$ cat src/rtl/regbank_sb.sv
// regbank_sb: multi-port register file with write forwarding and a busy-bit scoreboard
module regbank_sb #(
  parameter int DATA_W = 32,
  parameter int ADDR_W = 5,
  parameter int ZERO_REG = 1
) (
  input  logic              clk,
  input  logic              reset,
  input  logic [ADDR_W-1:0] sr1,
  input  logic [ADDR_W-1:0] sr2,
  output logic [DATA_W-1:0] rdData1,
  output logic [DATA_W-1:0] rdData2,
  output logic              busy1,
  output logic              busy2,
  input  logic              write0,
  input  logic [ADDR_W-1:0] dr0,
  input  logic [DATA_W-1:0] wrData0,
  input  logic              write1,
  input  logic [ADDR_W-1:0] dr1,
  input  logic [DATA_W-1:0] wrData1,
  input  logic              rsv,
  input  logic [ADDR_W-1:0] rsvDr,
  output logic              rsvStall,
  output logic [ADDR_W:0]   busyCount
);
  localparam int DEPTH = 1 << ADDR_W;
  localparam bit ZR = ZERO_REG != 0;
  logic [DATA_W-1:0] mem [DEPTH];
  logic [DEPTH-1:0]  busy_q;
  logic [ADDR_W:0]   cnt_q;
  logic eff0, eff1, hit10, hit11, hit20, hit21, z1, z2, rsv_busy, acc, inc, dec0, dec1;
  assign eff0 = write0 && !reset && !(ZR && dr0 == '0);
  assign eff1 = write1 && !reset && !(ZR && dr1 == '0);
  assign hit10 = eff0 && dr0 == sr1;
  assign hit11 = eff1 && dr1 == sr1;
  assign hit20 = eff0 && dr0 == sr2;
  assign hit21 = eff1 && dr1 == sr2;
  assign z1 = ZR && sr1 == '0;
  assign z2 = ZR && sr2 == '0;
  assign rdData1 = z1 ? '0 : hit11 ? wrData1 : hit10 ? wrData0 : mem[sr1];
  assign rdData2 = z2 ? '0 : hit21 ? wrData1 : hit20 ? wrData0 : mem[sr2];
  assign busy1 = !z1 && !hit11 && !hit10 && busy_q[sr1];
  assign busy2 = !z2 && !hit21 && !hit20 && busy_q[sr2];
  assign rsv_busy = busy_q[rsvDr] && !(eff0 && dr0 == rsvDr) && !(eff1 && dr1 == rsvDr);
  assign acc = rsv && !reset && !(ZR && rsvDr == '0) && !rsv_busy;
  assign rsvStall = rsv && !acc;
  assign inc = acc && !busy_q[rsvDr];
  // a register retired and re-reserved in one cycle stays busy, so it is not a decrement
  assign dec1 = eff1 && busy_q[dr1] && !(acc && rsvDr == dr1);
  assign dec0 = eff0 && busy_q[dr0] && !(acc && rsvDr == dr0) && !(eff1 && dr1 == dr0);
  assign busyCount = cnt_q;
  always_ff @(posedge clk) begin
    if (reset) begin
      for (int i = 0; i < DEPTH; i++) mem[i] <= '0;
      busy_q <= '0;
      cnt_q <= '0;
    end else begin
      if (eff0) begin
        mem[dr0] <= wrData0;
        busy_q[dr0] <= 1'b0;
      end
      if (eff1) begin
        mem[dr1] <= wrData1;
        busy_q[dr1] <= 1'b0;
      end
      if (acc) busy_q[rsvDr] <= 1'b1;
      cnt_q <= cnt_q + (ADDR_W+1)'(inc) - (ADDR_W+1)'(dec0) - (ADDR_W+1)'(dec1);
    end
  end
endmodule

$ cat config.mk
export PLATFORM = sky130hd
export DESIGN_NAME = regbank_sb
export DESIGN_NICKNAME = d
export VERILOG_FILES = /design/src/rtl/regbank_sb.sv
export SDC_FILE = /design/constraint.sdc
export NUM_CORES = 2
export LEC_CHECK = 0
export CAP_MARGIN = 15
export CELL_PAD_IN_SITES_DETAIL_PLACEMENT = 1
export CELL_PAD_IN_SITES_GLOBAL_PLACEMENT = 1
export CORE_MARGIN = 1
export CORE_UTILIZATION = 39
export CTS_CLUSTER_DIAMETER = 50
export DETAILED_ROUTE_END_ITERATION = 12
export PLACE_DENSITY_LB_ADDON = 0.08
export SYNTH_ARGS = -nofsm -noshare
export SYNTH_HDL_FRONTEND = slang
export SYNTH_SLANG_ARGS = --single-unit
$ cat constraint.sdc
create_clock -name clk -period 14.4 [get_ports clk]
set_input_delay 4.32 -clock clk [delete_from_list [all_inputs] [get_ports clk]]
set_output_delay 4.32 -clock clk [all_outputs]
set_load 0.02 [all_outputs]
After elaboration in Yosys (flattened, before gate mapping)
Memory sizes are Yosys's and may differ from the RTL's.
Cells that the tools add are included.
W data, S select, Z words.
{ "totals": {"regBits": 38, "latch_bits": 0, "mem_bits_rw": 1024, "rom_bits": 0, "in_bits": 94, "elab_cells": 128, "n_memories": 1} }
{ "classes": {"add_sub_neg": 3, "multipliers": 0, "div": 0, "n_lt_le_gt_ge": 8, "n_eq_ne": 9, "n_shift": 0, "muxes": 41, "bitwise_logic": 5, "n_reduce_logical": 59} }
{ "memory_table": {"columns": ["memory", "words", "word_bits", "read_ports", "rd_ports_with_merged_regs", "wr", "line_no", "source"], "rows": [
  ["mem", 32, 32, 2, 0, 32, "28", "logic [DATA_W-1:0] mem [DEPTH];"]
]} }
{ "ops": {"columns": ["cell", "n"], "rows": [
  ["$mux W32", 13],
  ["$and A32 B32 Y32", 2],
  ["$not A32 Y32", 2],
  ["$reduce_or A32 Y1", 2],
  ["$eq A5 B5 Y1", 9],
  ["$logic_and A1 B1 Y1", 34],
  ["$or A32 B32 Y32", 1],
  ["$lt A5 B6 Y1 const B", 5],
  ["$bmux W1 S5", 5],
  ["$logic_not A5 Y1", 5],
  ["$logic_not A1 Y1", 18],
  ["$mux W1", 18],
  ["$demux W1 S5", 3],
  ["$ge A5 B1 Y1 const B", 3],
  ["$sub A6 B1 Y6", 2],
  ["$mux W5", 2],
  ["$add A6 B1 Y6", 1]
]} }

Longest topological paths before layout
{ "depth": {"word_depth": 15, "ltp_mapped": 17} }

Worst setup path before layout
Ideal clock, no wire load.
{ "synth_path": {"kind": "input port to output port", "start": "input sr2[0]", "end": "output rdData2[19]", "t_arrival_ns": 6.129, "t_required_ns": 10.080, "slack_ns": 3.951, "stages": 7, "n_path_buf": 2, "cell_sequence": "buf_4 > buf_2 > mux4_2 > a221oi_1 > a21oi_1 > a222oi_1 > inv_1"} }
{ "synth_between": {"elab_chain_cells": 5, "elab_cells_between_ends": 9, "classes_between": "eq/ne (2); mux (3); reduce/logical (3); memory (1)"} }
{ "synth_lines": {"columns": ["item", "line_no", "source"], "rows": [
  ["start: declaration", "10", "input logic [ADDR_W-1:0] sr2,"],
  ["parallel branches: the longest is 4 deep, another holds $mem_v2 Z32 W32", null, null],
  ["$mux W32 *", "41", "assign rdData2 = z2 ? '0 : hit21 ? wrData1 : hit20 ? wrData0 : mem[sr2];"],
  ["end: declaration", "12", "output logic [DATA_W-1:0] rdData2,"]
]} }
Every way passes the cells marked *.

Final worst setup path
{ "layout_path": {"start": "input dr1[4]", "end": "output rdData1[22]"} }
{ "layout_between": {"elab_chain_cells": 6, "elab_cells_between_ends": 7, "classes_between": "eq/ne (1); mux (2); reduce/logical (4)"} }
{ "layout_lines": {"columns": ["item", "line_no", "source"], "rows": [
  ["start: declaration", "19", "input logic [ADDR_W-1:0] dr1,"],
  ["$logic_not A5 Y1", "33", "assign eff1 = write1 && !reset && !(ZR && dr1 == '0);"],
  ["$logic_not A1 Y1", "33", null],
  ["$logic_and A1 B1 Y1", "33", null],
  ["$logic_and A1 B1 Y1 *", "35", "assign hit11 = eff1 && dr1 == sr1;"],
  ["$mux W32 * (2 in a row)", "40", "assign rdData1 = z1 ? '0 : hit11 ? wrData1 : hit10 ? wrData0 : mem[sr1];"],
  ["end: declaration", "11", "output logic [DATA_W-1:0] rdData1,"]
]} }
Mark *: on every way between the ends. The rest lies on a longest branch, timed or not.

==> results.ini <==
[clocking]
clk_path_buf_depth = 3
cts_htree_levels = 4
clk_pin_slew_ns = 0.05
cts.sinks = 1062
clk_latency_ns = 0.82
cts_tree = built
root_buffer = clkbuf_16
cts_hold_buf = 0
cts_resized = 0
cts-buffers-inserted = 152
cts_setup_buffers = 0

[floorplanning]
dieWidth_um = 405.6
coreArea_mm2 = 0.1611
rows = 147
io_pins = 167
start_util = 0.3942
die-area_mm2 = 0.1645
die_h_um = 405.6

[power]
peakVddDrop_v = 0.0001269
p_leak_uw = 0.02424
power_density_mw_per_mm2 = 120.3

[worst_setup_path]
slowest_stage = nor4_4
endpoint_kind = output port
cpLargestDelayFamily = buffers and inverters
path_buf_inv = 4
worst_path_largest_cell_delay_ns = 1.08
required_ns = 10.08
crit_fanout = 21
critPathArrivalTime_ns = 8.86
crit_type = primary input to output port
critPathLaunchType = primary input
worstPathCellList = clkdlybuf4s50_1 > or3_1 > o31ai_4 > nor4_4 > nor3b_4 > buf_4 > a222oi_1 > inv_1 > clkdlybuf4s50_1
cpMostUsedCell = clkdlybuf4s50_1

[sta]
clock_skew_ns = 0.01348
min_period_ns = 13.18
slew_headroom = 0.1837
finalHoldViolations = 0
setup_viol_count_final = 0
fmax_mhz = 75.85
totalNegativeSetupSlack_ns = 0
worst_pin_slew_ns = 1.215
rsz0062_at_grt = false
fin_crit_sh = 0.9156
slew_viol_final = 0

[synth]
ys.flop_type = edfxtp_1
yosys.area.top_type = edfxtp_1
yosys-top-cells-count = edfxtp_1, a22o_1, nand2_1
ys_seq_area_frac = 0.4961
ys_types = 65
synth_most_common_cell = edfxtp_1
synth_edf_count = 1024
synth_top_cell_area_share = 0.4841
synth.avg_cell_area_um2 = 12.49
yosysWarnings = 0
netlist_area_mm2 = 0.06352
ys_ff_latch = 1062
synth.area.top_cells = edfxtp_1, mux4_2, a22o_1
synthCells = 5084
async_reset_ff_frac = 0

[placed_design]
io_buffers = 166
gp_congestion = 0.8446
dp_hpwl_mm = 173.1

[detailed_routing]
antenna_left = 0
wl_mm = 306.6
drc = 0
wire_per_inst_um = 42.42
vias = 51640
vias_per_cell = 7.143
drt_iter0_drc = 7693
firstDrtPassIters = 6

[layout]
area_delta_synth_final_pct = 13.97
drive_gt1_frac = 0.2069
nNetsFinal = 5048
final_util = 0.4493
num-fill-cells = 16260

[grt]
grt_pass1_vias = 51490
grt_use_met3 = 0.08365
use_met2 = 0.5589
grt_max_degree = 66
antenna_found_initial = 9
grt_pass1_wl_mm = 419.2
use_met1 = 0.5025
busiest_layer = met2
grt_overflow = 0
grt_usage = 0.3688

[min_path]
min_path_type = flop to flop

[run_status]
status = completed

[run]
max_cap_viol_count = 0

[flip-flops by register name, summed over array words and instances, names as in the netlist]
| signal | count |
|---|---|
| busyCount | 6 |
| busy_q | 32 |
| mem | 1024 |
[worst paths after layout]
check	from	cells after the start	endpoint	slack [ns]
worst max-delay path	dr1[4]	9	rdData1[22]	1.22
worst min-delay path	busy_q[0]	1	busy_q[0]	0.54
worst max register to register	busy_q[22]	13	busyCount[5]	10.55
worst min register to register	busy_q[0]	1	busy_q[0]	0.54
[per-layer routing]
metal	vias to the layer above	share of wire
met1	27390	0.39
met2	3545	0.45
met3	743	0.11
li1	19950	-
met4	10	0.048
met5	-	0.00021
[cell families after synthesis]
| family | Yosys count | share of synthesized area |
|---|---|---|
| AOI/OAI and AO/OA | 1496 | 0.1776 |
| DFF | 1062 | 0.4961 |
| and+or+nand+nor | 923 | 0.06287 |
| buffers and inverters | 798 | 0.05279 |
| muxes | 757 | 0.2034 |
| xor gates and xnor gates | 39 | 0.005377 |
| adders and majority gates | 8 | 0.001812 |
| other | 1 | 0.00005904 |
[power breakdown]
part / internal (uW) / total (uW) / switching, uW
clock network: 2290 / 3840 / 1550
logic: 435 / 1200 / 765
registers: 3570 / 3670 / 93.2
total: 6300 / 8710 / 2410
[metrics by stage]
step	hold WS, ns	setup WS [ns]	power, uW	area, um^2	cells
after floorplan	0.4694	3.951	4385	63640	5115
after global placement	0.5256	1.499	4880	67320	6951
after detailed placement	0.5373	1.419	4901	67330	6952
after CTS	0.5433	1.412	8697	72390	7226
after global routing	0.5733	1.225	8872	72390	7226
final	0.5427	1.216	8707	72400	7229
[final cells by class]
class / count / area [um^2] / area share
Antenna cell: 3 / 7.507 / 0.0001037
Clock buffer: 169 / 3920 / 0.05415
Clock inverter: 105 / 1139 / 0.01573
Inverter: 57 / 214.0 / 0.002955
Multi-Input combinational cell: 3255 / 29250 / 0.4040
Sequential cell: 1062 / 31510 / 0.4352
Tap cell: 2160 / 2703 / 0.03733
Timing Repair Buffer: 418 / 3656 / 0.05050
[cells in the final DEF, fill, tap and decap left out, types with 64 or more instances in the layout]
| cell type | Yosys | final |
|---|---|---|
| a211oi_1 | 64 | 64 |
| a22oi_1 | 114 | 114 |
| buf_4 | 30 | 251 |
| clkbuf_16 | 0 | 154 |
| nand2_1 | 643 | 643 |
| nand3_1 | 70 | 70 |
| clkdlybuf4s50_1 | 0 | 155 |
| o21ai_0 | 261 | 261 |
| a21oi_1 | 68 | 68 |
| edfxtp_1 | 1024 | 1024 |
| mux2i_1 | 319 | 319 |
| a22o_1 | 737 | 737 |
| o22ai_1 | 81 | 81 |
| mux4_2 | 426 | 426 |
No activity file was read; power rests on OpenSTA's default activity.
